$ cat config.mk
export PLATFORM = sky130hd
export DESIGN_NAME = signal_qam_mapper
export DESIGN_NICKNAME = d
export VERILOG_FILES = /design/src/rtl/signal_qam_mapper.sv
export SDC_FILE = /design/constraint.sdc
export NUM_CORES = 1
export LEC_CHECK = 0
export CAP_MARGIN = 5
export CORE_MARGIN = 3
export CORE_UTILIZATION = 48
export DETAILED_ROUTE_END_ITERATION = 16
export GPL_ROUTABILITY_DRIVEN = 0
export PLACE_DENSITY = 0.8
export SYNTH_ARGS = -nofsm -noshare
export SYNTH_HDL_FRONTEND = slang
export SYNTH_SLANG_ARGS = --single-unit
$ cat constraint.sdc
create_clock -name signal_clk -period 7 [get_ports signal_clk]
set_input_delay 1.75 -clock signal_clk [delete_from_list [all_inputs] [get_ports signal_clk]]
set_output_delay 1.75 -clock signal_clk [all_outputs]
set_load 0.05 [all_outputs]
$ cat src/rtl/signal_qam_mapper.sv
// signal_qam_mapper: serial bits to BPSK/QPSK/16-QAM I/Q points, one idle cycle enforced after each point.
// Optional 16-QAM support is enabled by defining SIG_QAM16_EN; otherwise mode 2 maps as QPSK.
module signal_qam_mapper #(
    parameter int BPSK_AMP   = 1024,
    parameter int QPSK_AMP   = 724,
    parameter int QAM16_UNIT = 324
) (
    input  logic        signal_clk,
    input  logic        signal_rst,
    input  logic [1:0]  mode,
    input  logic        bit_di,
    input  logic        bit_di_vld,
    output logic        bit_di_rdy,
    input  logic        flush,
    output logic [11:0] signal_do_re,
    output logic [11:0] signal_do_im,
    output logic        signal_do_vld,
    output logic [7:0]  pt_cnt
);
    typedef enum logic {COLLECT, HOLD} state_t;
    typedef enum logic [1:0] {M_BPSK, M_QPSK, M_QAM16} gmode_t;

    localparam logic [11:0] B_P = 12'(BPSK_AMP);
    localparam logic [11:0] B_N = 12'(-BPSK_AMP);
    localparam logic [11:0] Q_P = 12'(QPSK_AMP);
    localparam logic [11:0] Q_N = 12'(-QPSK_AMP);
`ifdef SIG_QAM16_EN
    localparam int CW = 4;
    localparam logic [11:0] U1_P = 12'(QAM16_UNIT);
    localparam logic [11:0] U1_N = 12'(-QAM16_UNIT);
    localparam logic [11:0] U3_P = 12'(3 * QAM16_UNIT);
    localparam logic [11:0] U3_N = 12'(-3 * QAM16_UNIT);

    // Gray-coded level: first bit picks the sign, second bit picks inner vs outer.
    function automatic logic [11:0] lvl(input logic f, input logic s);
        return f ? (s ? U1_P : U3_P) : (s ? U1_N : U3_N);
    endfunction
`else
    localparam int CW = 2;
`endif

    function automatic gmode_t eff_mode(input logic [1:0] m);
`ifdef SIG_QAM16_EN
        return m == 2'd1 ? M_QPSK : m == 2'd2 ? M_QAM16 : M_BPSK;
`else
        return (m == 2'd1 || m == 2'd2) ? M_QPSK : M_BPSK;
`endif
    endfunction

    state_t         state_q, state_d;
    gmode_t         gm_q, gm_d, gm;
    logic [1:0]     cnt_q, cnt_d, last_idx;
    logic [CW-1:0]  col_q, col_d, bits;
    logic [11:0]    re_q, re_d, im_q, im_d, map_re, map_im;
    logic           vld_q, vld_d, acc, emit;
    logic [7:0]     pt_cnt_q, pt_cnt_d;

    always_ff @(posedge signal_clk or posedge signal_rst) begin
        if (signal_rst) begin
            state_q  <= COLLECT;
            gm_q     <= M_BPSK;
            cnt_q    <= '0;
            col_q    <= '0;
            re_q     <= '0;
            im_q     <= '0;
            vld_q    <= 1'b0;
            pt_cnt_q <= '0;
        end else begin
            state_q  <= state_d;
            gm_q     <= gm_d;
            cnt_q    <= cnt_d;
            col_q    <= col_d;
            re_q     <= re_d;
            im_q     <= im_d;
            vld_q    <= vld_d;
            pt_cnt_q <= pt_cnt_d;
        end
    end

    always_comb begin
        bit_di_rdy = state_q == COLLECT;
        acc        = bit_di_rdy && bit_di_vld;
        // Group mode is taken live only for the first bit; later bits use the latched copy.
        gm         = cnt_q == 2'd0 ? eff_mode(mode) : gm_q;
        last_idx   = gm == M_QAM16 ? 2'd3 : gm == M_QPSK ? 2'd1 : 2'd0;
        bits       = col_q;
        for (int i = 0; i < CW; i++)
            if (acc && cnt_q == 2'(i)) bits[i] = bit_di;
        // Unfilled positions are already zero, so flush padding is implicit.
        emit       = bit_di_rdy && ((acc && cnt_q == last_idx) || (flush && (acc || cnt_q != 2'd0)));
        map_re     = gm == M_BPSK ? (bits[0] ? B_N : B_P) : (bits[0] ? Q_N : Q_P);
        map_im     = gm == M_BPSK ? 12'd0 : (bits[1] ? Q_N : Q_P);
`ifdef SIG_QAM16_EN
        map_re     = gm == M_QAM16 ? lvl(bits[0], bits[1]) : map_re;
        map_im     = gm == M_QAM16 ? lvl(bits[2], bits[3]) : map_im;
`endif
        state_d    = emit ? HOLD : COLLECT;
        gm_d       = (acc && cnt_q == 2'd0) ? gm : gm_q;
        cnt_d      = emit ? 2'd0 : acc ? cnt_q + 2'd1 : cnt_q;
        col_d      = emit ? '0 : bits;
        re_d       = emit ? map_re : re_q;
        im_d       = emit ? map_im : im_q;
        vld_d      = emit;
        pt_cnt_d   = emit ? pt_cnt_q + 8'd1 : pt_cnt_q;
    end

    assign signal_do_re  = re_q;
    assign signal_do_im  = im_q;
    assign signal_do_vld = vld_q;
    assign pt_cnt        = pt_cnt_q;
endmodule

Yosys cells after proc, flatten, opt, wreduce, memory -nomap -nowiden
Index checks and enable logic that the tools add are counted.
{"block": "totals", "register_bits": 40, "inputBits": 7, "elab_cells": 45}
{"block": "classes", "n_addsub": 2, "n_eq_ne": 6, "mux": 15, "n_bitwise": 1, "n_reduce_logical": 13}
{"operator": "$mux 12", "n": 5}
{"operator": "$mux 2", "n": 5}
{"operator": "$add 8x1->8 const B", "n": 1}
{"operator": "$eq 2x1->1 const B", "n": 3}
{"operator": "$logic_and 1x1->1", "n": 6}
{"operator": "$mux 1", "n": 5}
{"operator": "$eq 2x2->1 const B", "n": 2}
{"operator": "$logic_not 2->1", "n": 2}
{"operator": "$reduce_bool 2->1", "n": 2}
{"operator": "$logic_or 1x1->1", "n": 3}
{"operator": "$add 2x1->2 const B", "n": 1}
{"operator": "$eq 2x2->1", "n": 1}
{"operator": "$not 1->1", "n": 1}

Depth between registers and ports, before layout
Gate-level depths: netlist of the first run.
{"block": "logic_depth", "depth_word": 12, "ltp_mapped": 11, "depth_no_buf": 10}

Worst setup path before layout of the first run
No wires, ideal clock.
{"block": "synth_path", "kind": "in2reg", "startpoint": "input mode[1]", "endpoint": "register pt_cnt_q[1] (netlist: pt_cnt[1])", "arrival_time_ns": 3.292, "path_slack_ns": 3.583, "cell_stages": 10, "path_buffers": 1, "cell_sequence": "xnor2_1 nand2_1 o21ai_0 ha_1 xnor2_1 a21oi_2 or2_1 buf_6 inv_4 mux2_4"}
{"block": "synth_between", "elab_chain_len": 11, "elab_cells_between_ends": 13, "cone_classes": "eq/ne: 5; mux: 4; reduce/logical: 4"}
{"item": "from (decl)", "line": "10", "rtl": "input logic [1:0] mode,"}
{"item": "$eq 2x1->1 / $eq 2x2->1 (equally long branches)", "line": "46", "rtl": "return (m == 2'd1 || m == 2'd2) ? M_QPSK : M_BPSK;"}
{"item": "$logic_or 1x1->1 (*)", "line": "46"}
{"item": "$mux 1 (*)", "line": "46"}
{"item": "$mux 2 (*)", "line": "84", "rtl": "gm = cnt_q == 2'd0 ? eff_mode(mode) : gm_q;"}
{"item": "$eq 2x1->1", "line": "85", "rtl": "last_idx = gm == M_QAM16 ? 2'd3 : gm == M_QPSK ? 2'd1 : 2'd0;"}
{"item": "$mux 1", "line": "85"}
{"item": "$mux 2 (*)", "line": "85"}
{"item": "$eq 2x2->1 (*)", "line": "90", "rtl": "emit = bit_di_rdy && ((acc && cnt_q == last_idx) || (flush && (acc || cnt_q != 2'd0)));"}
{"item": "$logic_and 1x1->1 (*)", "line": "90"}
{"item": "$logic_or 1x1->1 (*)", "line": "90"}
{"item": "$logic_and 1x1->1 (*)", "line": "90"}
{"item": "named net emit", "line": "55", "rtl": "logic vld_q, vld_d, acc, emit;"}
{"item": "to (signal assigned)", "line": "76", "rtl": "pt_cnt_q <= pt_cnt_d;"}
{"item": "to (decl)", "line": "56", "rtl": "logic [7:0] pt_cnt_q, pt_cnt_d;"}
The timed path passes the listed nets; every way through them passes the cells marked *.
A chain may end at the register's enable or synchronous reset.

Worst setup path in the final report of the first run
{"block": "layout_path", "startpoint": "input mode[1]", "endpoint": "register re_q[9] (netlist: signal_do_re[9])"}
{"block": "layout_between", "elab_chain_len": 11, "elab_cells_between_ends": 15, "cone_classes": "eq/ne: 5; mux: 5; reduce/logical: 5"}
{"item": "$eq 2x1->1 / $eq 2x2->1 (equally long branches)", "line": "46"}
{"item": "$logic_or 1x1->1 (*)", "line": "46"}
{"item": "$mux 1 (*)", "line": "46"}
{"item": "$mux 2 (*)", "line": "84"}
{"item": "$eq 2x1->1", "line": "85"}
{"item": "$mux 1", "line": "85"}
{"item": "$mux 2 (*)", "line": "85"}
{"item": "$eq 2x2->1 (*)", "line": "90"}
{"item": "$logic_and 1x1->1 (*)", "line": "90"}
{"item": "$logic_or 1x1->1 (*)", "line": "90"}
{"item": "$logic_and 1x1->1 (*)", "line": "90"}
{"item": "named net emit", "line": "55"}
{"item": "to (signal assigned)", "line": "73", "rtl": "re_q <= re_d;"}
{"item": "to (decl)", "line": "54", "rtl": "logic [11:0] re_q, re_d, im_q, im_d, map_re, map_im;"}
Marked as above.

==> results.py, run 1 <==
metrics = {
    "route": {
        "ant_nets": 0,
        "first_iter_violations": 15,
        "route.detailed.drc": 0,
        "wl_per_cell_um": 14.3,
        "routed_wirelength_um": 2310,
        "vias_per_cell": 5.05,
        "drtPass1Iterations": 4,
        "via_count": 813,
    },
    "clocking": {
        "post_cts_buffers": 0,
        "cts_resized": 0,
        "hold_buffers": 0,
        "cts_buffers": 3,
        "cts_sinks": 22,
        "clock_path_buffers": 2,
        "cts_tree": "yes",
        "cts.clk_slew.worst_paths_ns": 0.12,
        "h-tree-depth": 1,
        "cts_root_buf": "clkbuf_4",
        "clk_latency_ns": 0.31,
    },
    "worst_setup_path": {
        "crit_start": "mode[1]",
        "critPathLaunchType": "input pin",
        "crit_type": "input pin to flip-flop",
        "reg2reg_from": "cnt_q[0]",
        "worstPathArrival_ns": 4.21,
        "cp-end-kind": "flip-flop",
        "path_max_fanout": 11,
        "required_ns": 7.21,
    },
    "global_route": {
        "grt_max_degree": 23,
        "grt_first_pass_wirelength_um": 3980,
        "grt.overflow.total": 0,
        "track_usage": 0.165,
        "antenna_found_initial": 0,
        "grt_pass1_vias": 850,
    },
    "die": {
        "ioPinCount": 41,
        "die_height_um": 55.9,
        "initial_utilization": 0.521,
        "coreArea_um2": 2300,
        "rows": 17,
        "die_x_um": 55.9,
        "die_area_um2": 3130,
    },
    "finish": {
        "area.growth.synth_to_final_pct": 25.0,
        "drive_gt1_frac": 0.105,
        "final_cells": 161,
        "n_antenna_cell": 0,
        "layout_commonest_cell": "clkdlybuf4s50_1",
        "nNetsFinal": 146,
        "n_fill_cell": 192,
        "final_cell_mix": "clkdlybuf4s50_1, dfrtp_1, inv_1",
    },
    "synth": {
        "yosys_warnings": 0,
        "synth_compound_area_frac": 0.0637,
        "syn_area_um2": 1200,
        "postSynthAreaPerCell_um2": 11.0,
        "synth_mux_area_frac": 0.0648,
        "synthAdderAreaFrac": 0.0522,
        "netlist_instances": 109,
        "synth_top_family_by_area": "buffers and inverters",
        "synth_xor_xnor_area_share": 0.0731,
        "yosysUniqueCellTypes": 32,
        "ys_seq_area_frac": 0.460,
        "ys_seq_elements": 22,
        "synth-simple-area-share": 0.130,
    },
    "sta": {
        "max_clock_freq_mhz": 250,
        "post-route-period-util": 0.572,
        "rsz0062_at_grt": "no",
        "setup_violations": 0,
        "fin_setup_tns_ns": 0,
        "final.min_clock_period_ns": 4.01,
        "skew_ns": 0.00656,
        "hold_viol": 0,
        "worst_pin_slew_ns": 0.808,
        "maxSlewViolCount": 0,
        "slew_headroom": 0.461,
    },
    "run_status": {
        "outcome": "finished, final reports clean",
    },
    "placement": {
        "placed_cells": 157,
        "port_buffers": 36,
        "hpwl_um": 1760,
    },
    "flow_run": {
        "maxCapViolations": 0,
    },
    "min_path": {
        "hold_path_class": "flip-flop to flip-flop",
        "min-delay-start": "pt_cnt[7]",
    },
}
## logic make-up (layout without fill, tap and decap cells)
logic type               Yosys count  in the layout
buffers and inverters             28             49
AND/OR/NAND/NOR                   26             26
flip-flops                        22             22
AO/OA/AOI/OAI                     11             11
XOR/XNOR                          10             10
multiplexers                       6              6
adder cells (fa/ha/maj)            5              5
other                              1              4
## layer usage
metal,wire (um),part of all wire,global-route usage,vias up
met4,70,0.030,0.105,0
li1,-,-,-,387
met5,0,0,0,-
met3,116,0.050,0.0441,7
met1,935,0.40,0.180,395
met2,1190,0.51,0.282,24
## area by class of cell
class / instances / area (um^2) / share of cell area
multi-input combinational: 62 / 474 / 0.317
timing repair buffer: 37 / 368 / 0.246
sequential: 22 / 551 / 0.368
tap: 28 / 35.0 / 0.0234
inverter: 8 / 32.5 / 0.0217
clock buffer: 4 / 36.3 / 0.0242
## cell usage after synthesis
master / count / area [um^2]
a21oi_2: 1 / 8.76
mux2_4: 3 / 45.0
xnor2_1: 4 / 35.0
and2_1: 4 / 25.0
conb_1: 1 / 3.75
nand3_1: 3 / 15.0
dfrtp_1: 22 / 551
or2_1: 1 / 6.26
a32o_1: 1 / 10.0
a21o_1: 1 / 7.51
nor4_2: 1 / 12.5
nor2b_1: 2 / 12.5
nor2_1: 1 / 3.75
inv_1: 7 / 26.3
nor4_1: 1 / 6.26
nand4_1: 1 / 6.26
o21ai_0: 5 / 25.0
nand2b_1: 1 / 6.26
ha_1: 5 / 62.6
xor2_1: 6 / 52.6
buf_6: 1 / 11.3
nand3b_1: 1 / 7.51
nor4b_2: 1 / 15.0
buf_4: 18 / 135
mux2i_1: 1 / 10.0
inv_4: 1 / 6.26
mux2_2: 2 / 22.5
nor3_1: 4 / 20.0
buf_2: 1 / 5.00
a22o_1: 2 / 17.5
o31ai_1: 1 / 7.51
nand2_1: 5 / 18.8
## registers in the layout, summed over array words and instances (netlist names)
signal        flops
cnt_q             2
col_q             2
gm_q              2
pt_cnt            8
signal_do_im      2
signal_do_re      5
state_q           1
## metrics by stage
stage	util	hold WS [ns]	setup WS, ns	cell area, um^2
2_1_floorplan	-	0.445	3.58	1210
3_3_place_gp	0.636	0.457	2.78	1460
3_5_place_dp	0.636	0.465	2.68	1460
4_1_cts	0.651	0.482	3.01	1500
5_1_grt	0.651	0.503	2.91	1500
6_report	0.651	0.476	2.99	1500
## critical path: stages
cell and delay, ns:
clkdlybuf4s50_1 0.41, xnor2_1 0.20, nand2_1 0.07, o21ai_0 0.13, ha_1 0.31, xnor2_1 0.14, a21oi_2 0.43, or2_1 0.37
inv_4 0.09, mux2_4 0.31
## worst paths after layout
| kind | end | slack (ns) | cells after the start |
|---|---|---|---|
| min in group asynchronous | pt_cnt[2] | 1.87 | 2 |
| worst min-delay path | pt_cnt[7] | 0.48 | 1 |
| worst min register to register | pt_cnt[7] | 0.48 | 1 |
| max in group asynchronous | gm_q[0] | 4.62 | 2 |
| worst max-delay path | signal_do_re[9] | 2.99 | 10 |
| worst max register to register | signal_do_re[9] | 4.20 | 9 |
Power of run 1 is left out: the tool's default activity adds up to more than one toggle a clock period on the data nets, which glitch-free logic cannot reach.
==> run 2, diff against run 1 <==
--- a/config.mk
+++ b/config.mk
@@ -7,10 +7,10 @@
 export LEC_CHECK = 0
 export CAP_MARGIN = 5
 export CORE_MARGIN = 3
-export CORE_UTILIZATION = 48
+export CORE_UTILIZATION = 44
 export DETAILED_ROUTE_END_ITERATION = 16
 export GPL_ROUTABILITY_DRIVEN = 0
-export PLACE_DENSITY = 0.8
+export PLACE_DENSITY = 0.74
 export SYNTH_ARGS = -nofsm -noshare
 export SYNTH_HDL_FRONTEND = slang
 export SYNTH_SLANG_ARGS = --single-unit
==> constraint.sdc (replaced) <==
create_clock -name signal_clk -period 3.7 [get_ports signal_clk]
set_input_delay 0.925 -clock signal_clk [delete_from_list [all_inputs] [get_ports signal_clk]]
set_output_delay 0.925 -clock signal_clk [all_outputs]
set_load 0.05 [all_outputs]
==> run 2 against run 1 <==
  * Clock skew shrank 0.00050 ns
  * Sequential share of layout area grew 0.093 points
  * Non-clock buffer count grew 1
  * Hold slack lost 0.0094 ns
  * Via count shrank 5.0%
  * Critical path depth is the same
  * Flip-flop and latch count is the same
  * Global-route usage shrank 3.6 points
  * Core utilization shrank 6.0 points
  * Register-to-register slack lost 2.9 ns
  * Worst setup slack lost 2.2 ns
  * First-iteration DRC count shrank 47%
  * Critical endpoint unchanged
==> results.py, run 2 (synthesis gave the netlist of run 1 again) <==
metrics = {
    "run_status": {
        "outcome": "finished, final reports clean",
    },
    "sta": {
        "post-route-period-util": 0.775,
        "rsz0062_at_grt": "no",
        "skew_ns": 0.00606,
        "maxSlewViolCount": 0,
        "max_clock_freq_mhz": 349,
        "worst_pin_slew_ns": 0.793,
        "fin_setup_tns_ns": 0,
        "setup_violations": 0,
        "slew_headroom": 0.470,
        "finalHoldWorstSlack_ns": 0.467,
        "hold_viol": 0,
        "final.min_clock_period_ns": 2.87,
    },
    "worst_setup_path": {
        "required_ns": 3.89,
        "cp-end-kind": "flip-flop",
        "r2r_cells": 9,
        "rrSetupSlack_ns": 1.26,
        "critPathLaunchType": "input pin",
        "cp.depth": 10,
        "reg2reg_from": "cnt_q[0]",
        "crit_path_top_delay_cell": "clkdlybuf4s50_1",
        "path_buf_inv": 2,
        "crit_path_frequent_cell": "xnor2_1",
        "path_max_fanout": 8,
        "timing.rr.end": "signal_do_re[9]",
        "worstPathArrival_ns": 3.05,
        "critPathTopFamily": "buffers and inverters",
        "critPathMaxStageDelay_ns": 0.42,
        "crit_type": "input pin to flip-flop",
        "cp_cell_sequence": "clkdlybuf4s50_1, xnor2_1, nand2_1, o21ai_0, ha_1, xnor2_1, a21oi_2, or2_1, inv_4, mux2_4",
    },
    "die": {
        "die_height_um": 58.2,
        "die_x_um": 58.2,
        "rows": 18,
        "initial_utilization": 0.475,
        "ioPinCount": 41,
        "coreArea_um2": 2520,
        "die_area_um2": 3380,
    },
    "finish": {
        "nNetsFinal": 147,
        "postLayoutCellArea_um2": 1490,
        "largest_reg_flops": 8,
        "final_cell_mix": "clkdlybuf4s50_1, dfrtp_1, inv_1",
        "area.growth.synth_to_final_pct": 24.7,
        "finish.utilization": 0.592,
        "n_antenna_cell": 0,
        "layout_commonest_cell": "clkdlybuf4s50_1",
        "drive_gt1_frac": 0.105,
    },
    "clocking": {
        "h-tree-depth": 1,
        "clock_path_buffers": 2,
        "cts_resized": 0,
        "cts_sinks": 22,
        "cts.clk_slew.worst_paths_ns": 0.11,
        "post_cts_buffers": 0,
        "hold_buffers": 0,
        "cts_tree": "yes",
        "cts_root_buf": "clkbuf_4",
        "clk_latency_ns": 0.29,
        "cts_buffers": 3,
    },
    "min_path": {
        "hold_path_class": "flip-flop to flip-flop",
        "whs_path_depth": 1,
        "min_to": "pt_cnt[7]",
        "min-delay-start": "pt_cnt[7]",
    },
    "global_route": {
        "grt.overflow.total": 0,
        "antenna_found_initial": 0,
        "grt_first_pass_wirelength_um": 3390,
        "grt_max_degree": 23,
        "track_usage": 0.129,
        "grt_pass1_vias": 744,
    },
    "placement": {
        "port_buffers": 36,
        "hpwl_um": 1570,
        "place_area_um2": 1470,
    },
    "route": {
        "via_count": 772,
        "wl_per_cell_um": 12.7,
        "ant_nets": 0,
        "vias_per_cell": 4.74,
        "route.detailed.drc": 0,
        "drtPass1Iterations": 4,
        "routed_wirelength_um": 2080,
        "first_iter_violations": 8,
    },
    "flow_run": {
        "maxCapViolations": 0,
    },
}
[run 2: cell types whose count changed in the layout (fill, tap and decap cells not counted), sizes merged]
cell,before,now
clkbuf,4,3
buf,1,2
[run 2: final cells by class]
| cell class | count | area (um^2) |
|---|---|---|
| timing repair buffer | 38 | 375 |
| multi-input combinational | 62 | 474 |
| sequential | 22 | 551 |
| clock buffer | 3 | 22.5 |
| fill | 220 | 1030 |
| inverter | 8 | 32.5 |
| tap | 30 | 37.5 |
[run 2: how the worst max path moves through the flow]
| stage | from | to | slack [ns] |
|---|---|---|---|
| 6_report | mode[1] | signal_do_re[9] | 0.83 |
| 5_1_grt | mode[1] | signal_do_re[9] | 0.72 |
| 2_1_floorplan | mode[1] | pt_cnt[1] | 1.11 |
| 3_5_place_dp | mode[1] | signal_do_re[9] | 0.54 |
| 3_3_place_gp | mode[1] | pt_cnt[1] | 0.57 |
| 4_1_cts | mode[1] | signal_do_re[9] | 0.84 |
[run 2: stage by stage]
step / instances / worst slack (ns)
floorplan: 112 / 1.11
global placement: 160 / 0.568
detailed placement: 160 / 0.542
CTS: 163 / 0.844
global route: 163 / 0.715
finish: 163 / 0.833
[run 2: routing by layer]
layer	up-vias	routed length, um	global-route usage
li1	391	-	-
met1	354	1000	0.180
met2	25	935	0.202
met3	2	126	0.0223
met4	0	13	0.0497
met5	-	0	0
Power of run 2 is left out for the same reason.
